**config.mk**
```make
export PLATFORM = sky130hd
export DESIGN_NAME = stdp_weight_update_flat
export DESIGN_NICKNAME = d
export VERILOG_FILES = /design/src/rtl/stdp_pkg.sv /design/src/rtl/stdp_weight_update_if.sv /design/src/rtl/stdp_weight_update_lfsr.sv /design/src/rtl/stdp_weight_update.sv /design/src/flat_wrapper.sv
export SDC_FILE = /design/constraint.sdc
export NUM_CORES = 1
export LEC_CHECK = 0
export CAP_MARGIN = 20
export CORE_AREA = 5 5 76 78
export DETAILED_ROUTE_END_ITERATION = 8
export DIE_AREA = 0 0 81 83
export PLACE_DENSITY = 0.47
export SLEW_MARGIN = 40
export SYNTH_ARGS = -nofsm -noshare
export SYNTH_HDL_FRONTEND = slang
export SYNTH_SLANG_ARGS = --single-unit
```
**constraint.sdc**
```tcl
create_clock -name clk -period 2.5 [get_ports clk]
set_input_delay 0.375 -clock clk [delete_from_list [all_inputs] [get_ports clk]]
set_output_delay 0.375 -clock clk [all_outputs]
set_load 0.05 [all_outputs]
```
**src/rtl/stdp_pkg.sv**
```systemverilog
// Shared types and constants for the STDP LFSR-comparator learning datapath.
package stdp_pkg;

    localparam int          P_WIDTH_DEF   = 7;
    localparam int          W_WIDTH_DEF   = 3;
    localparam logic [15:0] LFSR_TAPS     = 16'hB400;
    localparam logic [15:0] LFSR_SEED_DEF = 16'hACE1;

    typedef enum logic [1:0] {
        IDLE  = 2'd0,
        DRAW  = 2'd1,
        APPLY = 2'd2
    } upd_state_t;

    // One right-shift step of the maximal-length 16-bit Galois LFSR.
    function automatic logic [15:0] lfsr_next(input logic [15:0] s);
        return (s >> 1) ^ (s[0] ? LFSR_TAPS : 16'h0000);
    endfunction

endpackage

```
**src/rtl/stdp_weight_update_if.sv**
```systemverilog
// Request channel from the edge-case selector into the STDP weight updater.
interface stdp_weight_update_if
    import stdp_pkg::*;
#(
    parameter int P_WIDTH = P_WIDTH_DEF
) ();

    logic               req_valid;
    logic               req_ready;
    logic [P_WIDTH-1:0] prob;
    logic               inc;

    modport master (
        output req_valid,
        output prob,
        output inc,
        input  req_ready
    );

    modport slave (
        input  req_valid,
        input  prob,
        input  inc,
        output req_ready
    );

endinterface

```
**src/rtl/stdp_weight_update_lfsr.sv**
```systemverilog
// 16-bit Galois LFSR that advances only when adv is high; shared by comparator blocks.
module lfsr16_galois
    import stdp_pkg::*;
#(
    parameter logic [15:0] SEED = LFSR_SEED_DEF
) (
    input  logic        clk,
    input  logic        rst_n,
    input  logic        adv,
    output logic [15:0] state
);

    always_ff @(posedge clk or negedge rst_n) begin
        if (!rst_n) begin
            state <= SEED;
        end else if (adv) begin
            state <= lfsr_next(state);
        end
    end

endmodule

```
**src/rtl/stdp_weight_update.sv**
```systemverilog
// Stochastic STDP weight updater: LFSR draw vs prob, saturating +/-1 weight step.
// Optional hit counter output is enabled with `define STDP_HIT_CNT_EN.
module stdp_weight_update
    import stdp_pkg::*;
#(
    parameter int          P_WIDTH   = P_WIDTH_DEF,
    parameter int          W_WIDTH   = W_WIDTH_DEF,
    parameter int          W_MAX     = 7,
    parameter int          W_INIT    = 0,
    parameter logic [15:0] LFSR_SEED = LFSR_SEED_DEF
) (
    input  logic                clk,
    input  logic                rst_n,
    stdp_weight_update_if.slave req,
    output logic [W_WIDTH-1:0]  weight,
    output logic                upd_done,
    output logic                upd_hit
`ifdef STDP_HIT_CNT_EN
    ,
    output logic [15:0]         hit_cnt
`endif
);

    localparam logic [W_WIDTH-1:0] W_MAX_L  = W_MAX[W_WIDTH-1:0];
    localparam logic [W_WIDTH-1:0] W_INIT_L = W_INIT[W_WIDTH-1:0];
    localparam logic [15:0]        RND_MASK = 16'((17'd1 << P_WIDTH) - 17'd1);

    upd_state_t         state, state_nxt;
    logic               ready_c;
    logic               accept_c;
    logic               adv_c;
    logic [15:0]        lfsr_state;
    logic [P_WIDTH-1:0] prob_p0;
    logic               inc_p0;
    logic               hit_p1;

    function automatic logic [W_WIDTH-1:0] sat_step(input logic [W_WIDTH-1:0] w,
                                                     input logic              up);
        if (up) begin
            return (w < W_MAX_L) ? w + W_WIDTH'(1) : w;
        end
        return (w != '0) ? w - W_WIDTH'(1) : w;
    endfunction

    lfsr16_galois #(
        .SEED (LFSR_SEED)
    ) u_lfsr (
        .clk   (clk),
        .rst_n (rst_n),
        .adv   (adv_c),
        .state (lfsr_state)
    );

    always_ff @(posedge clk or negedge rst_n) begin
        if (!rst_n) begin
            state <= IDLE;
        end else begin
            state <= state_nxt;
        end
    end

    always_comb begin
        state_nxt = state;
        ready_c   = 1'b0;
        accept_c  = 1'b0;
        adv_c     = 1'b0;
        case (state)
            IDLE: begin
                ready_c = 1'b1;
                if (req.req_valid) begin
                    accept_c  = 1'b1;
                    state_nxt = DRAW;
                end
            end
            DRAW: begin
                adv_c     = 1'b1;
                state_nxt = APPLY;
            end
            APPLY:   state_nxt = IDLE;
            default: state_nxt = IDLE;
        endcase
    end

    assign req.req_ready = ready_c;

    // p0: request capture on acceptance
    always_ff @(posedge clk) begin
        if (accept_c) begin
            prob_p0 <= req.prob;
            inc_p0  <= req.inc;
        end
    end

    // p1: compare the pre-advance LFSR low bits against the latched probability
    always_ff @(posedge clk) begin
        if (state == DRAW) begin
            hit_p1 <= (lfsr_state & RND_MASK) < 16'(prob_p0);
        end
    end

    // p2: weight step and retirement flags
    always_ff @(posedge clk or negedge rst_n) begin
        if (!rst_n) begin
            weight   <= W_INIT_L;
            upd_done <= 1'b0;
            upd_hit  <= 1'b0;
        end else begin
            upd_done <= (state == APPLY);
            upd_hit  <= (state == APPLY) && hit_p1;
            if ((state == APPLY) && hit_p1) begin
                weight <= sat_step(weight, inc_p0);
            end
        end
    end

`ifdef STDP_HIT_CNT_EN
    always_ff @(posedge clk or negedge rst_n) begin
        if (!rst_n) begin
            hit_cnt <= 16'h0000;
        end else if (upd_done && upd_hit) begin
            hit_cnt <= hit_cnt + 16'd1;
        end
    end
`endif

endmodule

```
**src/flat_wrapper.sv**
```systemverilog
// flat-port wrapper written by rule: the top's interface ports become plain ports
module stdp_weight_update_flat import stdp_pkg::*;
#(
    parameter int          P_WIDTH   = P_WIDTH_DEF,
    parameter int          W_WIDTH   = W_WIDTH_DEF,
    parameter int          W_MAX     = 7,
    parameter int          W_INIT    = 0,
    parameter logic [15:0] LFSR_SEED = LFSR_SEED_DEF
)
  (clk, rst_n, weight, upd_done, upd_hit, req_req_valid, req_prob, req_inc, req_req_ready);
  stdp_weight_update_if #(.P_WIDTH(P_WIDTH)) req_i ();
  input  logic clk;
  input  logic rst_n;
  output logic [W_WIDTH-1:0] weight;
  output logic upd_done;
  output logic upd_hit;
  input wire logic [$bits(req_i.req_valid)-1:0] req_req_valid;
  input wire logic [$bits(req_i.prob)-1:0] req_prob;
  input wire logic [$bits(req_i.inc)-1:0] req_inc;
  output wire logic [$bits(req_i.req_ready)-1:0] req_req_ready;
  assign req_i.req_valid = req_req_valid;
  assign req_i.prob = req_prob;
  assign req_i.inc = req_inc;
  assign req_req_ready = req_i.req_ready;
  stdp_weight_update #(.P_WIDTH(P_WIDTH), .W_WIDTH(W_WIDTH), .W_MAX(W_MAX), .W_INIT(W_INIT), .LFSR_SEED(LFSR_SEED)) u_core (.clk(clk), .rst_n(rst_n), .req(req_i), .weight(weight), .upd_done(upd_done), .upd_hit(upd_hit));
endmodule
```
==> results.rst, run 1 <==
.. list-table::
   :header-rows: 1

   * - Metric
     - Value
   * - Run status
     - complete, no violations
   * - Wire length of the first global-routing pass
     - around 4300 um
   * - Final Worst Setup Slack
     - 0.4463 ns
   * - Endpoint of the lowest-slack register-to-register path
     - u_core.weight[1]
   * - Post-layout nets
     - roughly 170
   * - Clock insertion delay at the later pin of the skew report
     - around 0.29 ns
   * - Number of antenna-violating nets in the routed design
     - 0
   * - Top-level port count
     - 17
   * - Worst path top cell family by delay
     - buffers and inverters
   * - Non-filler instance count after layout
     - about 230
   * - Minimum setup slack among reg-to-reg paths
     - around 0.96 ns
   * - Total setup violations reported at the end of the flow
     - 0
   * - Syn Inst Count
     - 136
   * - Max-cap violations
     - 0
   * - Slew Limit Fails
     - 0
   * - VDD IR-drop max
     - roughly 0.49 mV
   * - Post-Place Setup Slack
     - roughly 0.75 ns
   * - Crit path cell chain
     - clkdlybuf4s50_1
   * - Top FF cell, synth
     - dfrtp_1
   * - Clock Skews
     - roughly 0.0096 ns
   * - # port buffers
     - 16
   * - Hold Fails Final Rpt
     - 0
   * - Sum Neg Setup Slack
     - 0 ns
   * - Ranking of synthesized cells by instance count
     - 46 x nand2_1, 15 x dfrtp_1, 10 x inv_1, 9 x a21oi_1, 9 x edfxtp_1
   * - Vias
     - roughly 950
   * - Fraction of registers with async set/reset
     - between 70% and 80%
   * - Crit path largest cell delay
     - ~0.87 ns
   * - Launch instance of the worst register-to-register path
     - u_core.inc_p0
   * - WHS
     - between 0.4 and 0.5 ns
   * - Post-cts repair resize count
     - 0
   * - # placed instances
     - 218
   * - Vias in the first global route
     - ~900
   * - Post-CTS Hold Buffers
     - 0
   * - Leading cell types by total area after synthesis
     - dfrtp_1 26%, edfxtp_1 19%, dfstp_2 15%
   * - Number of clock buffers inserted by TritonCTS
     - 5
   * - Area growth, synth to finish
     - 24.58%
   * - Ratio of final minimum period to clock period
     - 82.15%
   * - Crit. End Element
     - primary output
   * - Data required time at the worst endpoint
     - 2.12 ns
   * - Setup repair after global routing missed its margin
     - false
   * - Flops & latches, synth
     - 32
   * - Worst relative slew slack
     - between 60% and 70%
   * - Data arrival at the endpoint of the critical path
     - 1.68 ns
   * - DR pass1 iterations
     - 4
   * - Clock input transition at the sequential cells of the worst setup and hold paths
     - 0.07 ns
   * - Residual DRC count
     - 0
   * - Starting density of the core
     - between 20% and 30%
   * - DR vias/cell
     - roughly 4.2
   * - Slowest stage cell on the critical path
     - clkdlybuf4s50_1
   * - Gr ovfl total
     - 0
   * - Distinct cell type count after synthesis
     - 28
   * - Max frequency
     - 0.4869 GHz
   * - Count of inserted antenna diode cells
     - 0
   * - Tot GR Track Use
     - approximately 8.4%
   * - Warnings, synthesis
     - 0
   * - Placement row count
     - 26
   * - Post-synth net total
     - between 150 and 200
   * - Path category of the worst min-delay check
     - in2async
   * - Register-to-Register Path Depth
     - 5
   * - Worst setup SP type
     - flip-flop
   * - Number of levels in the clock H-tree
     - 2
   * - Cell type with the highest aggregate area in the netlist
     - dfrtp_1
   * - Die H
     - slightly above 80 um
   * - Slew at the pin closest to its max-slew limit
     - between 0.4 and 0.5 ns
   * - Cell with the most instances after synthesis
     - nand2_1
   * - Last weighted congestion value of the routability-driven placer
     - 0.6723
   * - Average detailed-routed wire length per instance
     - around 11 um
   * - Aggregate routed wire length
     - 2524 um
   * - Number of antenna violations at the first check in global routing
     - 0
   * - Root buffer selected by CTS
     - clkbuf_8
   * - Clk sinks
     - 32
   * - Width of the chip
     - 81 um
   * - Maximum fanout count along the critical path
     - 9
   * - Worst-case clock buffer depth
     - 2
   * - Total power divided by cell area
     - ~830 nW/um^2
   * - Maximum number of pins on one net before global-route repair
     - 24
   * - Minimum period implied by the final worst setup slack
     - a little over 2 ns
   * - Standard cell core area
     - 5010 sq um
   * - Total leakage power
     - a little over 0.8 nW
   * - Mean instance size in the synthesized netlist
     - about 11 sq um
   * - Number of flops mapped to enable cells by yosys
     - 9
   * - Critical path type
     - reg2out
   * - Buffer and inverter count on the worst path
     - 1
   * - Full die area
     - 6723 sq um
   * - Final core utilization
     - about 36%
   * - CTS tree
     - built
   * - Post-CTS repair timing setup buffer count
     - 0
   * - Detailed router's first-iteration violation count
     - 52
   * - Sequential-to-total area share from yosys stat
     - between 50% and 60%
   * - Post-synthesis cell area
     - approximately 1400 sq um
   * - HPWL after DPL
     - ~1800 um
   * - Fraction of final layout cells with drive strength greater than 1
     - 13.46%
   * - Yosys top cell area share
     - 26.25%
-- cell type report --
class | count | area, sq um
repair buffers | 18 | 175.2
multi-input cells | 88 | 504.2
fillers | 545 | 3228
well taps | 70 | 87.58
clock buffers | 8 | 121.4
flip-flops and latches | 32 | 855.8
inverters | 10 | 37.54
-- stage by stage --
stage / cell area, sq um / total power, mW
CTS: 1782 / 1.496
floorplan: 1430 / 0.8758
global route: 1782 / 1.554
finish: 1782 / 1.474
detailed placement: 1660 / 0.9849
global placement: 1660 / 0.9732
-- worst max-delay path by stage --
stage / start / endpoint / slack, ns / cells after the start
4_1_cts: u_core.weight[2] / weight[2] / 0.43 / 1
2_1_floorplan: u_core.state[0] / u_core.inc_p0 / 0.70 / 2
5_1_grt: u_core.state[0] / req_req_ready / 0.36 / 2
3_5_place_dp: u_core.state[0] / req_req_ready / 0.75 / 2
3_3_place_gp: u_core.state[0] / req_req_ready / 0.78 / 2
6_report: u_core.weight[2] / weight[2] / 0.45 / 1
-- registers in the layout (all words and copies together) (netlist names) --
| name | count |
|---|---|
| u_core.u_lfsr.state | 16 |
| u_core.prob_p0 | 7 |
| u_core.weight | 3 |
| u_core.state | 2 |
| u_core.hit_p1 | 1 |
| u_core.inc_p0 | 1 |
| u_core.upd_done | 1 |
| u_core.upd_hit | 1 |
-- cells in the final DEF (no fill, tap or decap), types with 3 or more instances in the layout --
cell type / netlist / layout
nand2_1: 46 / 46
clkdlybuf4s50_1: 0 / 16
dfrtp_1: 15 / 15
inv_1: 10 / 10
a21oi_1: 9 / 9
edfxtp_1: 9 / 9
dfstp_2: 8 / 8
clkbuf_8: 0 / 7
ha_1: 6 / 6
o21ai_0: 4 / 4
xnor2_1: 3 / 3
-- metal layers --
layer | routed length [um] | part of all wire, % | track usage, %
met1 | 1143 | 45 | 10.06
met4 | 53 | 2.1 | 4.608
met2 | 1185 | 47 | 12.47
met3 | 141 | 5.6 | 3.463
met5 | 0 | 0 | 0
-- kinds of logic after synthesis --
logic type	share of synthesized area, %
XOR/XNOR	1.838
AND/OR/NAND/NOR	16.89
AO/OA/AOI/OAI	9.886
adder cells (fa/ha/maj)	6.649
flip-flops	59.84
buffers and inverters	4.900
-- report_power, final --
part           total, mW  internal (mW)  switching (mW)
Sequential         0.634          0.580          0.0539
Clock              0.503          0.311           0.191
Combinational      0.337          0.127           0.210
Total               1.47           1.02           0.455
Note: power is estimated with default switching activity, not from simulation.
==> inputs of run 2 (changes only) <==
--- a/config.mk
+++ b/config.mk
@@ -9,7 +9,7 @@
 export CORE_AREA = 5 5 76 78
 export DETAILED_ROUTE_END_ITERATION = 8
 export DIE_AREA = 0 0 81 83
-export PLACE_DENSITY = 0.47
+export PLACE_DENSITY = 0.48
 export SLEW_MARGIN = 40
 export SYNTH_ARGS = -nofsm -noshare
 export SYNTH_HDL_FRONTEND = slang
==> constraint.sdc (replaced) <==
create_clock -name clk -period 1.86 [get_ports clk]
set_input_delay 0.279 -clock clk [delete_from_list [all_inputs] [get_ports clk]]
set_output_delay 0.279 -clock clk [all_outputs]
set_load 0.05 [all_outputs]
==> run 2 against run 1 <==
Compared with the run above:
- non-clock buffer count rose by 1
- die area did not move
- combinational power rose by 33%
- total power rose by 25%
- global-route usage barely moved
- clock power rose by 7.2%
- cell count rose by 0.44%
- clock skew fell by 0.0079 ns
- count of clock-buffer cells in the layout fell by 2
- worst hold slack got worse by 0.085 ns
==> results.rst, run 2 (synthesized netlist as in run 1, its figures left out) <==
.. list-table::
   :header-rows: 1

   * - Metric
     - Value
   * - Minimum period implied by the final worst setup slack
     - approximately 1.7 ns
   * - # port buffers
     - 16 (unchanged)
   * - Clock Skews
     - 0.001728 ns (-0.007857 ns)
   * - Clock input transition at the sequential cells of the worst setup and hold paths
     - 0.07 ns (about the same)
   * - Post-CTS repair timing setup buffer count
     - 0 (unchanged)
   * - Slew Limit Fails
     - 0 (unchanged)
   * - Vias
     - 961 (+1.3%)
   * - Clk sinks
     - 32 (unchanged)
   * - Last weighted congestion value of the routability-driven placer
     - 0.7232 (+7.6%)
   * - Post-CTS Hold Buffers
     - 0 (unchanged)
   * - Starting density of the core
     - 28.55% (unchanged)
   * - Count of inserted antenna diode cells
     - 0 (unchanged)
   * - Crit path largest cell delay
     - 0.79 ns (-0.08 ns)
   * - Ratio of final minimum period to clock period
     - about nine tenths
   * - Root buffer selected by CTS
     - clkbuf_8
   * - VDD IR-drop max
     - 0.3868 mV (-21%)
   * - Slew at the pin closest to its max-slew limit
     - 0.4932 ns (-0.003230 ns)
   * - Commonest non-fill, non-tap cell in the layout
     - nand2_1
   * - Most flops, register
     - u_core.u_lfsr.state
   * - Largest register FFs
     - 16 (unchanged)
   * - Maximum fanout count along the critical path
     - 1 (-8)
   * - Total area of sequential cells
     - 855.8 sq um (unchanged)
   * - Slowest stage cell on the critical path
     - clkdlybuf4s50_1
   * - Aggregate routed wire length
     - 2486 um (-1.5%)
   * - Max frequency
     - 0.6003 GHz
   * - Hold Fails Final Rpt
     - 0 (unchanged)
   * - CTS tree
     - built
   * - Number of antenna violations at the first check in global routing
     - 0 (unchanged)
   * - Tot GR Track Use
     - 8.319% (-0.050 points)
   * - Path category of the worst min-delay check
     - in2async
   * - Biggest regs
     - u_core.u_lfsr.state: 16 flops, u_core.prob_p0: 7 flops, u_core.weight: 3 flops
   * - Sum Neg Setup Slack
     - 0 ns (unchanged)
   * - Post-layout nets
     - 174 (+0.58%)
   * - Width of the chip
     - 81 um (unchanged)
   * - Register-to-Register Path Depth
     - 5 (unchanged)
   * - DR pass1 iterations
     - 4 (unchanged)
   * - Wire length of the first global-routing pass
     - 4257 um (-0.16%)
   * - Standard cell core area
     - 5010 sq um (unchanged)
   * - Data arrival at the endpoint of the critical path
     - 1.39 ns (-0.29 ns)
   * - DR vias/cell
     - 4.233 (+0.82%)
   * - Post-cts repair resize count
     - 0 (unchanged)
   * - Crit. End Element
     - primary output
   * - Fraction of final layout cells with drive strength greater than 1
     - 16.56% (+3.1 points)
   * - Worst-case clock buffer depth
     - 2 (unchanged)
   * - Worst setup SP type
     - flip-flop
   * - Maximum number of pins on one net before global-route repair
     - 24 (unchanged)
   * - Logic depth of the worst path, buffers included
     - 1 (unchanged)
   * - Worst relative slew slack
     - 67.02% (+0.22 points)
   * - Buffer and inverter count on the worst path
     - 1 (unchanged)
   * - Launching instance or port of the critical path
     - u_core.upd_done
   * - Data required time at the worst endpoint
     - 1.58 ns (-0.54 ns)
   * - Run status
     - complete, no violations
   * - Number of clock buffers inserted by TritonCTS
     - 5 (unchanged)
   * - Placement row count
     - 26 (unchanged)
   * - Number of levels in the clock H-tree
     - 2 (unchanged)
   * - Minimum setup slack among reg-to-reg paths
     - 0.31 ns (-0.65 ns)
   * - Launch instance of the worst register-to-register path
     - u_core.inc_p0
   * - Critical path type
     - reg2out
   * - Top-level port count
     - 17 (unchanged)
   * - Worst path top cell family by delay
     - buffers and inverters
   * - Max-cap violations
     - 0 (unchanged)
   * - Endpoint of the lowest-slack register-to-register path
     - u_core.weight[1]
   * - Total power divided by cell area
     - 1053 nW/um^2 (+27%)
   * - Average detailed-routed wire length per instance
     - 10.95 um (-1.9%)
   * - Full die area
     - 6723 sq um (unchanged)
   * - Area growth, synth to finish
     - 22.40%
   * - Highest-count cells in the layout ignoring fill and taps
     - 46 x nand2_1, 15 x dfrtp_1, 12 x clkdlybuf4s50_1, 10 x inv_1
   * - HPWL after DPL
     - 1780 um (+0.36%)
   * - Number of antenna-violating nets in the routed design
     - 0 (unchanged)
   * - Area of the multi-input gates
     - 504.2 sq um (unchanged)
   * - Gr ovfl total
     - 0 (unchanged)
   * - Non-filler instance count after layout
     - 227 (+0.44%)
   * - Clock insertion delay at the later pin of the skew report
     - 0.27 ns (-0.02 ns)
   * - Crit path cell chain
     - clkdlybuf4s50_1
   * - Total leakage power
     - 0.8087 nW (about the same)
   * - Setup repair after global routing missed its margin
     - false
   * - Vias in the first global route
     - 951 (+5.2%)
   * - WHS
     - 0.3549 ns (-0.08452 ns)
   * - # placed instances
     - 219 (+0.46%)
   * - Die H
     - 83 um (unchanged)
   * - Total setup violations reported at the end of the flow
     - 0 (unchanged)
   * - Detailed router's first-iteration violation count
     - 43 (-17%)
   * - Critical path capture point
     - upd_done
   * - Residual DRC count
     - 0 (unchanged)
   * - Fill cells
     - 519 (-4.8%)
run 2: layout make-up:
class	count	area share, %
sequential	32	48.89
multi-input combinational	88	28.81
timing repair buffer	19	9.864
tap	70	5.004
clock buffer	6	4.718
inverter	10	2.144
clock inverter	2	0.5718
run 2: worst min path at each step:
stage	from	to	slack, ns	cells after the start
floorplan	rst_n	u_core.state[0]	-0.02	0
global placement	u_core.u_lfsr.state[15]	u_core.u_lfsr.state[15]	0.45	2
detailed placement	u_core.u_lfsr.state[15]	u_core.u_lfsr.state[15]	0.45	2
CTS	rst_n	u_core.u_lfsr.state[14]	0.36	2
global route	rst_n	u_core.u_lfsr.state[14]	0.37	2
finish	rst_n	u_core.u_lfsr.state[14]	0.35	2
run 2: per-stage QoR:
step / power (mW) / setup WS (ns) / cell area [sq um] / utilization, %
2_1_floorplan: 1.177 / 0.06157 / 1430 / -
3_3_place_gp: 1.302 / 0.4042 / 1658 / 33.09
3_5_place_dp: 1.324 / 0.3139 / 1658 / 33.09
4_1_cts: 1.883 / 0.1670 / 1750 / 34.94
5_1_grt: 1.948 / 0.1473 / 1750 / 34.94
6_report: 1.843 / 0.1942 / 1750 / 34.94
run 2: worst register-to-register path: cells and delay by family, from the launching register on:
family	cells	cell delay (ns)
flip-flops	1	0.47
adder cells (fa/ha/maj)	1	0.45
AO/OA/AOI/OAI	3	0.33
buffers and inverters	1	0.18
run 2: layer usage:
| layer | track usage (%) | routed length (um) | up-vias | part of all wire (%) |
|---|---|---|---|---|
| li1 | - | - | 481 | - |
| met1 | 9.362 | 1075 | 464 | 43 |
| met2 | 13.52 | 1257 | 14 | 51 |
| met3 | 3.463 | 134 | 2 | 5.4 |
| met4 | 3.687 | 19 | 0 | 0.76 |
| met5 | 0 | 0 | - | 0 |
run 2: power by group:
group	leakage [nW]	switching (mW)	total [mW]	internal [mW]
clock network	0.0510	0.244	0.539	0.295
logic	0.389	0.285	0.449	0.164
registers	0.369	0.0744	0.854	0.780
==> inputs of run 3 (changes only) <==
==> constraint.sdc (replaced) <==
create_clock -name clk -period 1.5 [get_ports clk]
set_input_delay 0.225 -clock clk [delete_from_list [all_inputs] [get_ports clk]]
set_output_delay 0.225 -clock clk [all_outputs]
set_load 0.05 [all_outputs]
==> run 3 against run 2 <==
Compared with the run above:
- first-iteration DRC count decreased by 19%
- sequential cell count did not move
- clock skew up 0.0020 ns
- combinational power grew 73%
- cell count up 3.1%
- design area rose by 5.6%
- routed wire length decreased by 2.5%
- global-route usage is essentially flat
- count of clock-buffer cells in the layout rose by 1
- utilization increased by 1.9 points
- critical path depth rose by 4
==> results.rst, run 3 (synthesized netlist as in run 1, its figures left out) <==
.. list-table::
   :header-rows: 1

   * - Metric
     - Value
   * - Clk sinks
     - 32 (unchanged)
   * - Starting density of the core
     - 28.55% (unchanged)
   * - DR vias/cell
     - 4.085 (-3.5%)
   * - Total leakage power
     - 0.8521 nW (+5.4%)
   * - Fraction of final layout cells with drive strength greater than 1
     - 22.56% (+6.0 points)
   * - Critical path type
     - reg2reg
   * - Register-to-Register Path Depth
     - 5 (unchanged)
   * - Power after layout
     - 2.405 mW (+31%)
   * - # port buffers
     - 16 (unchanged)
   * - Critical path capture point
     - u_core.weight[1]
   * - # placed instances
     - 225 (+2.7%)
   * - Max-cap violations
     - 0 (unchanged)
   * - Total power divided by cell area
     - 1301 nW/um^2 (+24%)
   * - Launching instance or port of the critical path
     - u_core.inc_p0
   * - Tot GR Track Use
     - 8.306% (-0.013 points)
   * - Hold Fails Final Rpt
     - 0 (unchanged)
   * - Run status
     - complete, no violations
   * - Wire length of the first global-routing pass
     - 4374 um (+2.7%)
   * - Worst relative slew slack
     - 71.51% (+4.5 points)
   * - Residual DRC count
     - 0 (unchanged)
   * - Largest register FFs
     - 16 (unchanged)
   * - Detailed router's first-iteration violation count
     - 35 (-19%)
   * - Average detailed-routed wire length per instance
     - 10.35 um (-5.4%)
   * - Count of inserted antenna diode cells
     - 0 (unchanged)
   * - Path category of the worst min-delay check
     - in2async
   * - Vias
     - 956 (-0.52%)
   * - Width of the chip
     - 81 um (unchanged)
   * - Biggest regs
     - u_core.u_lfsr.state: 16 flops, u_core.prob_p0: 7 flops, u_core.weight: 3 flops
   * - Highest-count cells in the layout ignoring fill and taps
     - 46 x nand2_1, 13 x dfrtp_1, 12 x buf_4, 10 x inv_1, 10 x clkdlybuf4s50_1
   * - DR pass1 iterations
     - 2 (-2)
   * - Placed instance area
     - 1758 sq um (+6.0%)
   * - Clock input transition at the sequential cells of the worst setup and hold paths
     - 0.07 ns (about the same)
   * - Total setup violations reported at the end of the flow
     - 0 (unchanged)
   * - Clock Skews
     - 0.003763 ns (+0.002035 ns)
   * - Setup repair after global routing missed its margin
     - false
   * - Most flops, register
     - u_core.u_lfsr.state
   * - Data arrival at the endpoint of the critical path
     - 1.61 ns (+0.22 ns)
   * - Crit. End Element
     - flip-flop
   * - Minimum setup slack among reg-to-reg paths
     - 0.10 ns (-0.21 ns)
   * - Full die area
     - 6723 sq um (unchanged)
   * - Post-route standard cell area excluding fillers
     - 1848 sq um (+5.6%)
   * - Non-filler instance count after layout
     - 234 (+3.1%)
   * - Data required time at the worst endpoint
     - 1.71 ns (+0.13 ns)
   * - Max frequency
     - 0.7147 GHz
   * - Post-layout nets
     - 181 (+4.0%)
   * - Placement row count
     - 26 (unchanged)
   * - Number of clock buffers inserted by TritonCTS
     - 5 (unchanged)
   * - Clock insertion delay at the later pin of the skew report
     - 0.27 ns (about the same)
   * - Last weighted congestion value of the routability-driven placer
     - 0.7480 (+3.4%)
   * - Maximum fanout count along the critical path
     - 2 (+1)
   * - CTS tree
     - built
   * - Top-level port count
     - 17 (unchanged)
   * - Area growth, synth to finish
     - 29.22%
   * - Die H
     - 83 um (unchanged)
   * - Vias in the first global route
     - 1015 (+6.7%)
   * - Root buffer selected by CTS
     - clkbuf_8
   * - Number of antenna-violating nets in the routed design
     - 0 (unchanged)
   * - Aggregate routed wire length
     - 2423 um (-2.5%)
   * - Standard cell core area
     - 5010 sq um (unchanged)
   * - Fill cells
     - 531 (+2.3%)
   * - Sum Neg Setup Slack
     - 0 ns (unchanged)
   * - HPWL after DPL
     - 1810 um (+1.7%)
   * - Gr ovfl total
     - 0 (unchanged)
   * - VDD IR-drop max
     - 0.5117 mV (+32%)
   * - Slew at the pin closest to its max-slew limit
     - 0.4274 ns (-0.06580 ns)
   * - Slew Limit Fails
     - 0 (unchanged)
   * - Maximum number of pins on one net before global-route repair
     - 24 (unchanged)
   * - Minimum period implied by the final worst setup slack
     - 1.399 ns
   * - Number of levels in the clock H-tree
     - 2 (unchanged)
   * - Worst-case clock buffer depth
     - 2 (unchanged)
   * - Launch instance of the worst register-to-register path
     - u_core.inc_p0
   * - Number of antenna violations at the first check in global routing
     - 0 (unchanged)
   * - Ratio of final minimum period to clock period
     - approximately 93%
   * - Worst setup SP type
     - flip-flop
   * - Post-CTS Hold Buffers
     - 0 (unchanged)
   * - Endpoint of the lowest-slack register-to-register path
     - u_core.weight[1]
   * - Commonest non-fill, non-tap cell in the layout
     - nand2_1
## run 3: changes by cell type in the layout (fill, tap and decap cells not counted), moves of 2 or more
| cell | delta |
|---|---|
| buf_4 | +5 |
| buf_12 | +4 |
| clkbuf_1 | +2 |
| clkdlybuf4s50_1 | -2 |
| dfrtp_1 | -2 |
| dfrtp_2 | +2 |
## run 3: worst min-delay path by stage
stage	startpoint	to
detailed placement	u_core.u_lfsr.state[15]	u_core.u_lfsr.state[15]
CTS	rst_n	u_core.u_lfsr.state[2]
global route	rst_n	u_core.u_lfsr.state[2]
floorplan	rst_n	u_core.state[0]
global placement	u_core.u_lfsr.state[15]	u_core.u_lfsr.state[15]
finish	rst_n	u_core.u_lfsr.state[2]
## run 3: per-stage QoR
step                hold slack [ns]  utilization [%]  setup WS [ns]
CTS                          0.3059            36.71        0.03265
floorplan                  -0.07059                -        0.03594
global placement             0.4470            35.09        0.06447
detailed placement           0.4514            35.09        0.04280
global route                 0.3296            36.89       0.002275
finish                       0.3024            36.89         0.1008
## run 3: cell type report
class	instances	area (sq um)	share of cell area, %
Tap cell	70	87.58	4.739
Sequential cell	32	858.3	46.45
Clock buffer	7	76.32	4.130
Timing Repair Buffer	26	270.3	14.62
Clock inverter	1	5.005	0.2708
Multi-Input combinational cell	88	513.0	27.76
Inverter	10	37.54	2.031
## run 3: report_power, final
part / internal (mW) / leakage (nW) / switching [mW]
Combinational: 0.346 / 0.444 / 0.429
Sequential: 0.972 / 0.366 / 0.0447
Clock: 0.325 / 0.0422 / 0.288
## run 3: timing repair
item,4_1_cts,5_1_grt
endpoints found under the setup margin,0,2
gates resized for setup,0,1
setup buffers,0,1
endpoints found under the hold margin,0,0
## run 3: critical path: stages (launching register included)
cell,delay (ns)
edfxtp_1,0.36
inv_1,0.08
fa_1,0.56
a21oi_1,0.06
a31oi_1,0.15
o21a_1,0.14
## run 3: per-layer routing
| metal | GRT usage (%) | vias to the layer above | routed length (um) |
|---|---|---|---|
| met4 | 3.226 | 0 | 17 |
| li1 | - | 493 | - |
| met5 | 0 | - | 0 |
| met2 | 13.52 | 16 | 1163 |
| met3 | 3.463 | 2 | 133 |
| met1 | 9.530 | 445 | 1108 |
